===== config.mk =====
export PLATFORM = sky130hd
export DESIGN_NAME = instr_fetch_unit
export DESIGN_NICKNAME = d
export VERILOG_FILES = /design/src/rtl/fetch_pkg.sv /design/src/rtl/instr_fetch_unit_instr_reg.sv /design/src/rtl/instr_fetch_unit.sv
export SDC_FILE = /design/constraint.sdc
export NUM_CORES = 1
export LEC_CHECK = 0
export BUFFER_PORTS_ARGS = -buffer_cell sky130_fd_sc_hd__clkbuf_2
export CORE_ASPECT_RATIO = 1.1
export CORE_MARGIN = 2
export CORE_UTILIZATION = 50
export CTS_CLUSTER_SIZE = 10
export DETAILED_ROUTE_END_ITERATION = 16
export GPL_ROUTABILITY_DRIVEN = 0
export PLACE_DENSITY = 0.85
export SLEW_MARGIN = 20
export SYNTH_ARGS = -nofsm -noshare
export SYNTH_HDL_FRONTEND = slang
export SYNTH_SLANG_ARGS = --single-unit

===== constraint.sdc =====
create_clock -name clk -period 4.5 [get_ports clk]
set_input_delay 0.9 -clock clk [delete_from_list [all_inputs] [get_ports clk]]
set_output_delay 0.9 -clock clk [all_outputs]
set_load 0.01 [all_outputs]

===== src/rtl/fetch_pkg.sv =====
// Shared types and constants for the instruction fetch unit: FSM state
// encoding, instruction-word field positions and the PC increment.
package fetch_pkg;

   typedef enum logic [1:0] {
      IDLE = 2'd0,
      REQ  = 2'd1,
      WAIT = 2'd2,
      DONE = 2'd3
   } fetch_state_t;

   localparam int OPCODE_MSB = 31;
   localparam int RS_MSB     = 25;
   localparam int RT_MSB     = 20;
   localparam int OFFSET_MSB = 15;

   localparam int OPCODE_W = 6;
   localparam int REG_W    = 5;
   localparam int OFFSET_W = 16;
   localparam int JUMP_W   = 26;

   localparam logic [31:0] PC_INCR = 32'd4;

   function automatic logic [31:0] word_align(input logic [31:0] addr);
      return {addr[31:2], 2'b00};
   endfunction

endpackage


===== src/rtl/instr_fetch_unit_instr_reg.sv =====
// Load-enabled 32-bit instruction register with asynchronous reset; exposes
// the opcode, rs, rt, offset and jump-field slices of the held word.
module instr_reg
   import fetch_pkg::*;
(
   input  logic                clk,
   input  logic                reset,
   input  logic                load,
   input  logic [31:0]         d,
   output logic [OPCODE_W-1:0] opcode,
   output logic [REG_W-1:0]    rs,
   output logic [REG_W-1:0]    rt,
   output logic [OFFSET_W-1:0] offset,
   output logic [JUMP_W-1:0]   jump_field
);

   logic [31:0] ir_q;

   // NOTE: sequential state is written with non-blocking assignments so every
   // register samples pre-edge values regardless of block ordering.
   always_ff @(posedge clk or posedge reset) begin
      if (reset) begin
         ir_q <= '0;
      end else if (load) begin
         ir_q <= d;
      end
   end

   assign opcode     = ir_q[OPCODE_MSB -: OPCODE_W];
   assign rs         = ir_q[RS_MSB -: REG_W];
   assign rt         = ir_q[RT_MSB -: REG_W];
   assign offset     = ir_q[OFFSET_MSB -: OFFSET_W];
   assign jump_field = ir_q[JUMP_W-1:0];

endmodule


===== src/rtl/instr_fetch_unit.sv =====
// Multicycle fetch block: owns the PC, runs the one-word memory read
// handshake and latches the returned instruction into the IR.
module instr_fetch_unit
   import fetch_pkg::*;
#(
   parameter logic [31:0] RESET_PC = 32'h0000_0000
) (
   input  logic                clk,
   input  logic                reset,
   input  logic                fetch_start,
   input  logic                pc_write,
   input  logic [31:0]         pc_next,
   output logic                mem_rd,
   output logic [31:0]         mem_addr,
   input  logic [31:0]         mem_rdata,
   input  logic                mem_valid,
   output logic                busy,
   output logic                instr_valid,
   output logic [31:0]         pc,
   output logic [31:0]         pc_plus4,
   output logic [OPCODE_W-1:0] opcode,
   output logic [REG_W-1:0]    rs,
   output logic [REG_W-1:0]    rt,
   output logic [OFFSET_W-1:0] offset,
   output logic [JUMP_W-1:0]   jump_field
);

   fetch_state_t state_q, state_d;
   logic [31:0]  pc_q, pc_d;
   logic [31:0]  pend_pc_q, pend_pc_d;
   logic         pend_valid_q, pend_valid_d;
   logic         fetch_done;

   assign fetch_done = (state_q == WAIT) && mem_valid;
   assign pc_plus4   = pc_q + PC_INCR;
   assign pc         = pc_q;
   assign mem_addr   = word_align(pc_q);

   always_ff @(posedge clk or posedge reset) begin
      if (reset) begin
         state_q <= IDLE;
      end else begin
         state_q <= state_d;
      end
   end

   // NOTE: every signal driven here gets a default first, so no path through
   // the case statement leaves a value unassigned and infers a latch.
   always_comb begin
      state_d     = state_q;
      mem_rd      = 1'b0;
      instr_valid = 1'b0;
      busy        = 1'b1;
      unique case (state_q)
         IDLE: begin
            busy = 1'b0;
            if (fetch_start) state_d = REQ;
         end
         REQ: begin
            mem_rd  = 1'b1;
            state_d = WAIT;
         end
         WAIT: begin
            if (mem_valid) state_d = DONE;
         end
         DONE: begin
            instr_valid = 1'b1;
            state_d     = IDLE;
         end
         default: state_d = IDLE;
      endcase
   end

   // A write arriving mid-fetch is parked until completion; a write on the
   // completing edge itself takes priority over anything parked.
   always_comb begin
      pc_d         = pc_q;
      pend_pc_d    = pend_pc_q;
      pend_valid_d = pend_valid_q;
      unique case (state_q)
         IDLE, DONE: begin
            if (pc_write) pc_d = pc_next;
         end
         REQ: begin
            if (pc_write) begin
               pend_pc_d    = pc_next;
               pend_valid_d = 1'b1;
            end
         end
         WAIT: begin
            if (mem_valid) begin
               if (pc_write)          pc_d = pc_next;
               else if (pend_valid_q) pc_d = pend_pc_q;
               else                   pc_d = pc_plus4;
               pend_valid_d = 1'b0;
            end else if (pc_write) begin
               pend_pc_d    = pc_next;
               pend_valid_d = 1'b1;
            end
         end
         default: ;
      endcase
   end

   always_ff @(posedge clk or posedge reset) begin
      if (reset) begin
         pc_q         <= RESET_PC;
         pend_pc_q    <= '0;
         pend_valid_q <= 1'b0;
      end else begin
         pc_q         <= pc_d;
         pend_pc_q    <= pend_pc_d;
         pend_valid_q <= pend_valid_d;
      end
   end

   instr_reg u_instr_reg (
      .clk        (clk),
      .reset      (reset),
      .load       (fetch_done),
      .d          (mem_rdata),
      .opcode     (opcode),
      .rs         (rs),
      .rt         (rt),
      .offset     (offset),
      .jump_field (jump_field)
   );

endmodule


==> results.cfg, run 1 <==
[drt]
drc_errors = 0
vias_per_cell = 5.75
drtIter0Drc = 361
vias = 5217
firstDrtPassIters = 5
ant_nets = 0
drt-met1-wl_mm = 6.61
topRoutingLayerUsed = met4
wl_per_cell_microns = 17.2
wl_met2_mm = 7.56
wl_met3_mm = 1.05
drt_wl_total_mm = 15.6

[setup_path]
path_cells = nand4_2 > or4_1 > nor3_1 > xnor2_1 > clkbuf_2
reg2reg_setup_slack_ns = 1.56
path_buf_inv = 1
cp_top_family = simple AND/OR/NAND/NOR gates
worstPathRequired_ns = 3.60
end_kind = output port
critPathKind = register to output port
ff2ff_path_depth = 6
cp-start-kind = register
cp_max_fo = 14
critical-path-max-stage-delay_ns = 0.75
cp_slowest_cell = or4_1
r2r_end = pc[30]$_DFFE_PP0P_
regToRegStartpoint = state_q[0]$_DFFE_PP0P_
worst_ep_arrival_time_ns = 2.62

[clock_network]
cts_resized = 0
clock_path_buffers = 2
clockRootBuffer = clkbuf_16
numCtsBuffers = 9
numClockSinks = 99
cts_tree = done
cts.htree.levels = 3
cts.clk_slew.worst_paths_ns = 0.07
worstSkewPairLatency_ns = 0.34
cts_setup_buffers = 0
ctsHoldBuffers = 0

[logic_synthesis]
ys_seq_area_frac = 0.416
yosys.area.top_type = dfrtp_1
synth_top_flop_cell = dfrtp_1
synth.distinct_cells = 58
synth-edff-count = 0
syn_inst = 612
syn-mean-instance-area_sq_um = 9.74
yosysWarnings = 0
async_reset_ff_frac = 1.00
synth.area.top_cells = dfrtp_1, mux2_2, buf_4, mux2i_1, nand2_1
ys_seq_elements = 99
syn_area_sq_um = 5960
synth_top_area_frac = 0.416

[cells_and_area]
n_antenna_cell = 0
design_area_sq_um = 7010
layout-drive-gt1-share = 0.422
final_cell_mix = clkbuf_2, dfrtp_1, mux2_2
area_growth_pct = 17.5
nets = 828
fin_util = 0.607
mostFrequentLayoutCell = clkbuf_2

[sta]
tightest_slew_ns = 0.906
relSlewSlack = 0.391
finalCriticalPeriod_ns = 3.52
rsz0062_at_grt = false
timing.fmax_ghz = 0.284
skew_ns = 0.00728
hold_viol = 0
fin_ws_ns = 0.976
timing.final.crit_share = 0.783
setup_tns_ns = 0
maxSlewViolCount = 0
setup_viol = 0

[floorplanning]
start_util = 0.516
dieArea_sq_um = 12800
die_h_microns = 119
core-area_sq_um = 11500
io_pins = 226
dieWidth_microns = 108
rows = 41

[grt]
grt_pass1_vias = 4811
grt_util_all_layers = 0.246
grt_max_degree = 52
grt_pass1_wl_mm = 24.9
overflow = 0
antenna_found_initial = 0

[hold_path]
min_path_type = register to register
holdPathEnd = pend_pc_q[20]$_DFFE_PP0P_
min_from = pend_pc_q[20]$_DFFE_PP0P_
hold_path_depth = 2

[placed_design]
dpl_worst_slack_ns = 1.19
portBuffers = 223
place_hpwl_mm = 11.2
dpl_cell_area_sq_um = 6730

[pwr]
p_per_area_nw_per_um2 = 771
p_leak_nw = 3.33
peakVddDrop_mv = 0.374

[job]
cap_violations = 0

[outcome]
outcome = complete, no violations
[state kept, by name (all words and copies together), names as in the netlist]
name              cells
pc                   32
pend_pc_q            32
u_instr_reg.ir_q     32
state_q               2
pend_valid_q          1
[worst max path at each step]
| stage | startpoint | end | slack, ns | depth (start not counted) |
|---|---|---|---|---|
| 6_report | pc[6]$_DFFE_PP0P_ | pc_plus4[26] | 0.98 | 5 |
| 5_1_grt | pc[6]$_DFFE_PP0P_ | pc_plus4[26] | 0.79 | 5 |
| 4_1_cts | pc[6]$_DFFE_PP0P_ | pc_plus4[26] | 0.98 | 5 |
| 3_5_place_dp | pc_write | pc[30]$_DFFE_PP0P_ | 1.19 | 5 |
| 3_3_place_gp | pc_write | pc[30]$_DFFE_PP0P_ | 1.30 | 5 |
| 2_1_floorplan | reset | pc[0]$_DFFE_PP0P_ | 1.01 | 1 |
[final cells by class]
class	instances	area, sq um
clock inverter	4	26.3
timing repair buffer	232	1180
inverter	21	81.3
fill	1009	4540
clock buffer	12	246
multi-input combinational	390	2800
tap	150	188
sequential	99	2480
[synth_stat cells, types with 8 or more instances]
library cell	number
a21oi_1	23
and3_1	9
buf_4	60
clkbuf_1	28
dfrtp_1	99
inv_1	21
mux2_2	56
mux2i_1	22
nand2_1	48
nand3_1	18
nand4_1	13
nor2_1	18
nor3_1	11
nor4_1	10
o211ai_1	12
o21ai_0	21
o22ai_1	9
or2_2	8
xnor2_1	18
[per-stage QoR]
stage / hold slack [ns] / cells / total power [mW]
2_1_floorplan: 0.450 / 613 / 3.91
3_3_place_gp: 0.463 / 892 / 4.59
3_5_place_dp: 0.472 / 892 / 4.68
4_1_cts: 0.486 / 908 / 5.41
5_1_grt: 0.517 / 908 / 5.78
6_report: 0.480 / 908 / 5.40
[worst reg2reg max path: cells and delay by family, from the launching register on]
family                     cells  cell delay (ns)
muxes                          1             0.69
DFF                            1             0.40
buffers and inverters          1             0.10
AOI/OAI and AO/OA              2             0.53
adders and majority gates      1             0.40
and+or+nand+nor                1             0.69
[power breakdown]
group / internal, mW / switching (mW) / total (mW)
sequential: 1.35 / 0.519 / 1.87
combinational: 1.26 / 1.55 / 2.81
clock: 0.390 / 0.333 / 0.723
total: 3.00 / 2.40 / 5.40
[cells by family (layout without fill, tap and decap cells)]
family / after synthesis / count (layout) / synth area share
compound gates: 103 / 103 / 0.114
xor+xnor: 23 / 23 / 0.0338
fa+ha+maj: 6 / 6 / 0.0126
buf+inv: 124 / 269 / 0.118
flops: 99 / 99 / 0.416
mux: 78 / 78 / 0.143
other cells: 1 / 2 / 0.000629
simple gates: 178 / 178 / 0.162
[per-layer routing]
layer | global-route usage | up-vias
li1 | - | 2401
met2 | 0.386 | 232
met1 | 0.337 | 2547
met4 | 0.105 | 0
met3 | 0.0370 | 37
met5 | 0 | -
Power figures use the tool's default switching activity.
==> inputs of run 2 (changes only) <==
--- a/config.mk
+++ b/config.mk
@@ -5,14 +5,15 @@
 export SDC_FILE = /design/constraint.sdc
 export NUM_CORES = 1
 export LEC_CHECK = 0
+export ABC_AREA = 1
 export BUFFER_PORTS_ARGS = -buffer_cell sky130_fd_sc_hd__clkbuf_2
 export CORE_ASPECT_RATIO = 1.1
 export CORE_MARGIN = 2
-export CORE_UTILIZATION = 50
+export CORE_UTILIZATION = 45
 export CTS_CLUSTER_SIZE = 10
 export DETAILED_ROUTE_END_ITERATION = 16
 export GPL_ROUTABILITY_DRIVEN = 0
-export PLACE_DENSITY = 0.85
+export PLACE_DENSITY = 0.82
 export SLEW_MARGIN = 20
 export SYNTH_ARGS = -nofsm -noshare
 export SYNTH_HDL_FRONTEND = slang
==> constraint.sdc (replaced) <==
create_clock -name clk -period 3.1 [get_ports clk]
set_input_delay 0.62 -clock clk [delete_from_list [all_inputs] [get_ports clk]]
set_output_delay 0.62 -clock clk [all_outputs]
set_load 0.01 [all_outputs]
==> results.cfg, run 2 <==
[logic_synthesis]
post-synth-top-count-cell = nand2_1
synth.distinct_cells = 32
ys_seq_elements = 99
ys_seq_area_frac = 0.430
synth-edff-count = 0
async_reset_ff_frac = 1.00
synth_top_area_frac = 0.430
synth.area.top_cells = dfrtp_1, mux2_2, buf_4, nand2_1, a21oi_1
yosysWarnings = 0
yosys.area.top_type = dfrtp_1
syn-mean-instance-area_sq_um = 8.28
syn_area_sq_um = 5760
synth_top_flop_cell = dfrtp_1
syn_inst = 696
synth_common_cells = nand2_1, dfrtp_1, nor2_1

[pwr]
p_per_area_nw_per_um2 = 1160
p_leak_nw = 3.54
peakVddDrop_mv = 0.774
power.total_mw = 7.97

[drt]
ant_nets = 0
drt_wl_total_mm = 15.7
drc_errors = 0
wl_per_cell_microns = 15.5
vias_per_cell = 5.04
vias = 5111
drtIter0Drc = 204
firstDrtPassIters = 4

[cells_and_area]
mostFrequentLayoutCell = clkbuf_2
area_growth_pct = 19.0
fillCellCount = 1181
final_cell_mix = clkbuf_2, nand2_1, dfrtp_1
layout-drive-gt1-share = 0.366
nets = 928
n_antenna_cell = 0

[hold_path]
min_path_type = input pin to asynchronous set/reset pin

[setup_path]
setup.worst_path.end = pc_plus4[24]
critical-path-max-stage-delay_ns = 0.44
cp_common_cell = nand2_1
worstPathRequired_ns = 2.48
cp-start-kind = register
critPathLaunch = pc[3]$_DFFE_PP0P_
end_kind = output port
worst_ep_arrival_time_ns = 1.95
reg2reg_setup_slack_ns = 0.96
r2r_end = pc[2]$_DFFE_PP0P_
path_cells = ha_1 > nand2_2 > nor2_4 > nand2_2 > nor2_2 > nand2_1 > nand2_1 > nand2_1 > clkbuf_2
cp_max_fo = 6
regToRegStartpoint = state_q[1]$_DFFE_PP0P_
critPathKind = register to output port
cp_slowest_cell = dfrtp_1
ff2ff_path_depth = 7

[sta]
maxSlewViolCount = 0
setup_tns_ns = 0
timing.final.crit_share = 0.828
relSlewSlack = 0.340
setup_viol = 0
tightest_slew_ns = 0.989
skew_ns = 0.00462
timing.fmax_ghz = 0.390
finalCriticalPeriod_ns = 2.57
whs_ns = 0.405
rsz0062_at_grt = false
hold_viol = 0

[placed_design]
place_hpwl_mm = 11.9
portBuffers = 223

[floorplanning]
dieArea_sq_um = 13700
start_util = 0.460
dieWidth_microns = 112
rows = 43
die_h_microns = 123
core-area_sq_um = 12500
io_pins = 226

[grt]
grt_pass1_wl_mm = 25.0
grt_util_all_layers = 0.230
grt_max_degree = 59
grt_pass1_vias = 4942
overflow = 0
antenna_found_initial = 0

[outcome]
outcome = complete, no violations

[clock_network]
clockRootBuffer = clkbuf_16
worstSkewPairLatency_ns = 0.34
clock_path_buffers = 2
numCtsBuffers = 9
cts.clk_slew.worst_paths_ns = 0.07
cts.htree.levels = 3
numClockSinks = 99
cts_setup_buffers = 0
cts_resized = 0
cts_tree = done
ctsHoldBuffers = 0

[job]
cap_violations = 0
[run 2: changes by cell type after synthesis, moves of 18 or more]
cell,delta
a21oi_1,+60
clkbuf_1,-18
inv_1,+37
mux2i_1,-22
nand2_1,+70
nor2_1,+71
[run 2: where the power goes]
| group | internal [mW] | switching, mW |
|---|---|---|
| sequential | 1.96 | 0.619 |
| combinational | 1.68 | 2.58 |
| clock | 0.628 | 0.498 |
| total | 4.27 | 3.70 |
[run 2: routing by layer]
| layer | track usage | vias to the layer above | routed length, microns |
|---|---|---|---|
| met2 | 0.418 | 184 | 8090 |
| met1 | 0.269 | 2403 | 6250 |
| met5 | 0 | - | 0 |
| met4 | 0.0679 | 0 | 318 |
| met3 | 0.0593 | 18 | 1060 |
| li1 | - | 2506 | - |
[run 2: how the worst min path moves through the flow]
| stage | cells past startpoint | end |
|---|---|---|
| detailed placement | 2 | pend_pc_q[0]$_DFFE_PP0P_ |
| CTS | 2 | u_instr_reg.ir_q[9]$_DFFE_PP0P_ |
| global route | 2 | u_instr_reg.ir_q[15]$_DFFE_PP0P_ |
| floorplan | 2 | pend_pc_q[0]$_DFFE_PP0P_ |
| finish | 2 | u_instr_reg.ir_q[9]$_DFFE_PP0P_ |
| global placement | 2 | pend_pc_q[0]$_DFFE_PP0P_ |
[run 2: kinds of logic (layout without fill, tap and decap cells)]
group                    count (synthesis)  in the layout  synth area share
AND/OR/NAND/NOR                        264            264             0.197
buffers and inverters                  147            308             0.142
XOR/XNOR                                 7              7            0.0106
adder cells (fa/ha/maj)                  6              6            0.0130
flip-flops                              99             99             0.430
AO/OA/AOI/OAI                          126            126             0.116
multiplexers                            46             46            0.0899
other                                    1              2          0.000651
[run 2: cell type report]
type	count	area, sq um	area share
Clock inverter	6	65.1	0.00949
Multi-Input combinational cell	451	2470	0.360
Inverter	61	233	0.0339
Clock buffer	10	229	0.0334
Tap cell	157	196	0.0286
Sequential cell	99	2480	0.361
Timing Repair Buffer	231	1190	0.173
[run 2: metrics by stage]
step           std cells  utilization  setup slack [ns]  instance area (sq um)
2_1_floorplan        697            -              1.15                   5770
3_3_place_gp         999        0.524             0.988                   6560
4_1_cts             1015        0.547             0.534                   6860
6_report            1015        0.547             0.534                   6860
5_1_grt             1015        0.547             0.299                   6860
3_5_place_dp         999        0.524             0.920                   6560
[run 2: worst max-delay path: cells and delay by family (launching register included)]
family                   cells  cell delay [ns]
adder cells (fa/ha/maj)      1             0.23
buffers and inverters        1             0.13
flip-flops                   1             0.44
AND/OR/NAND/NOR              7             0.80
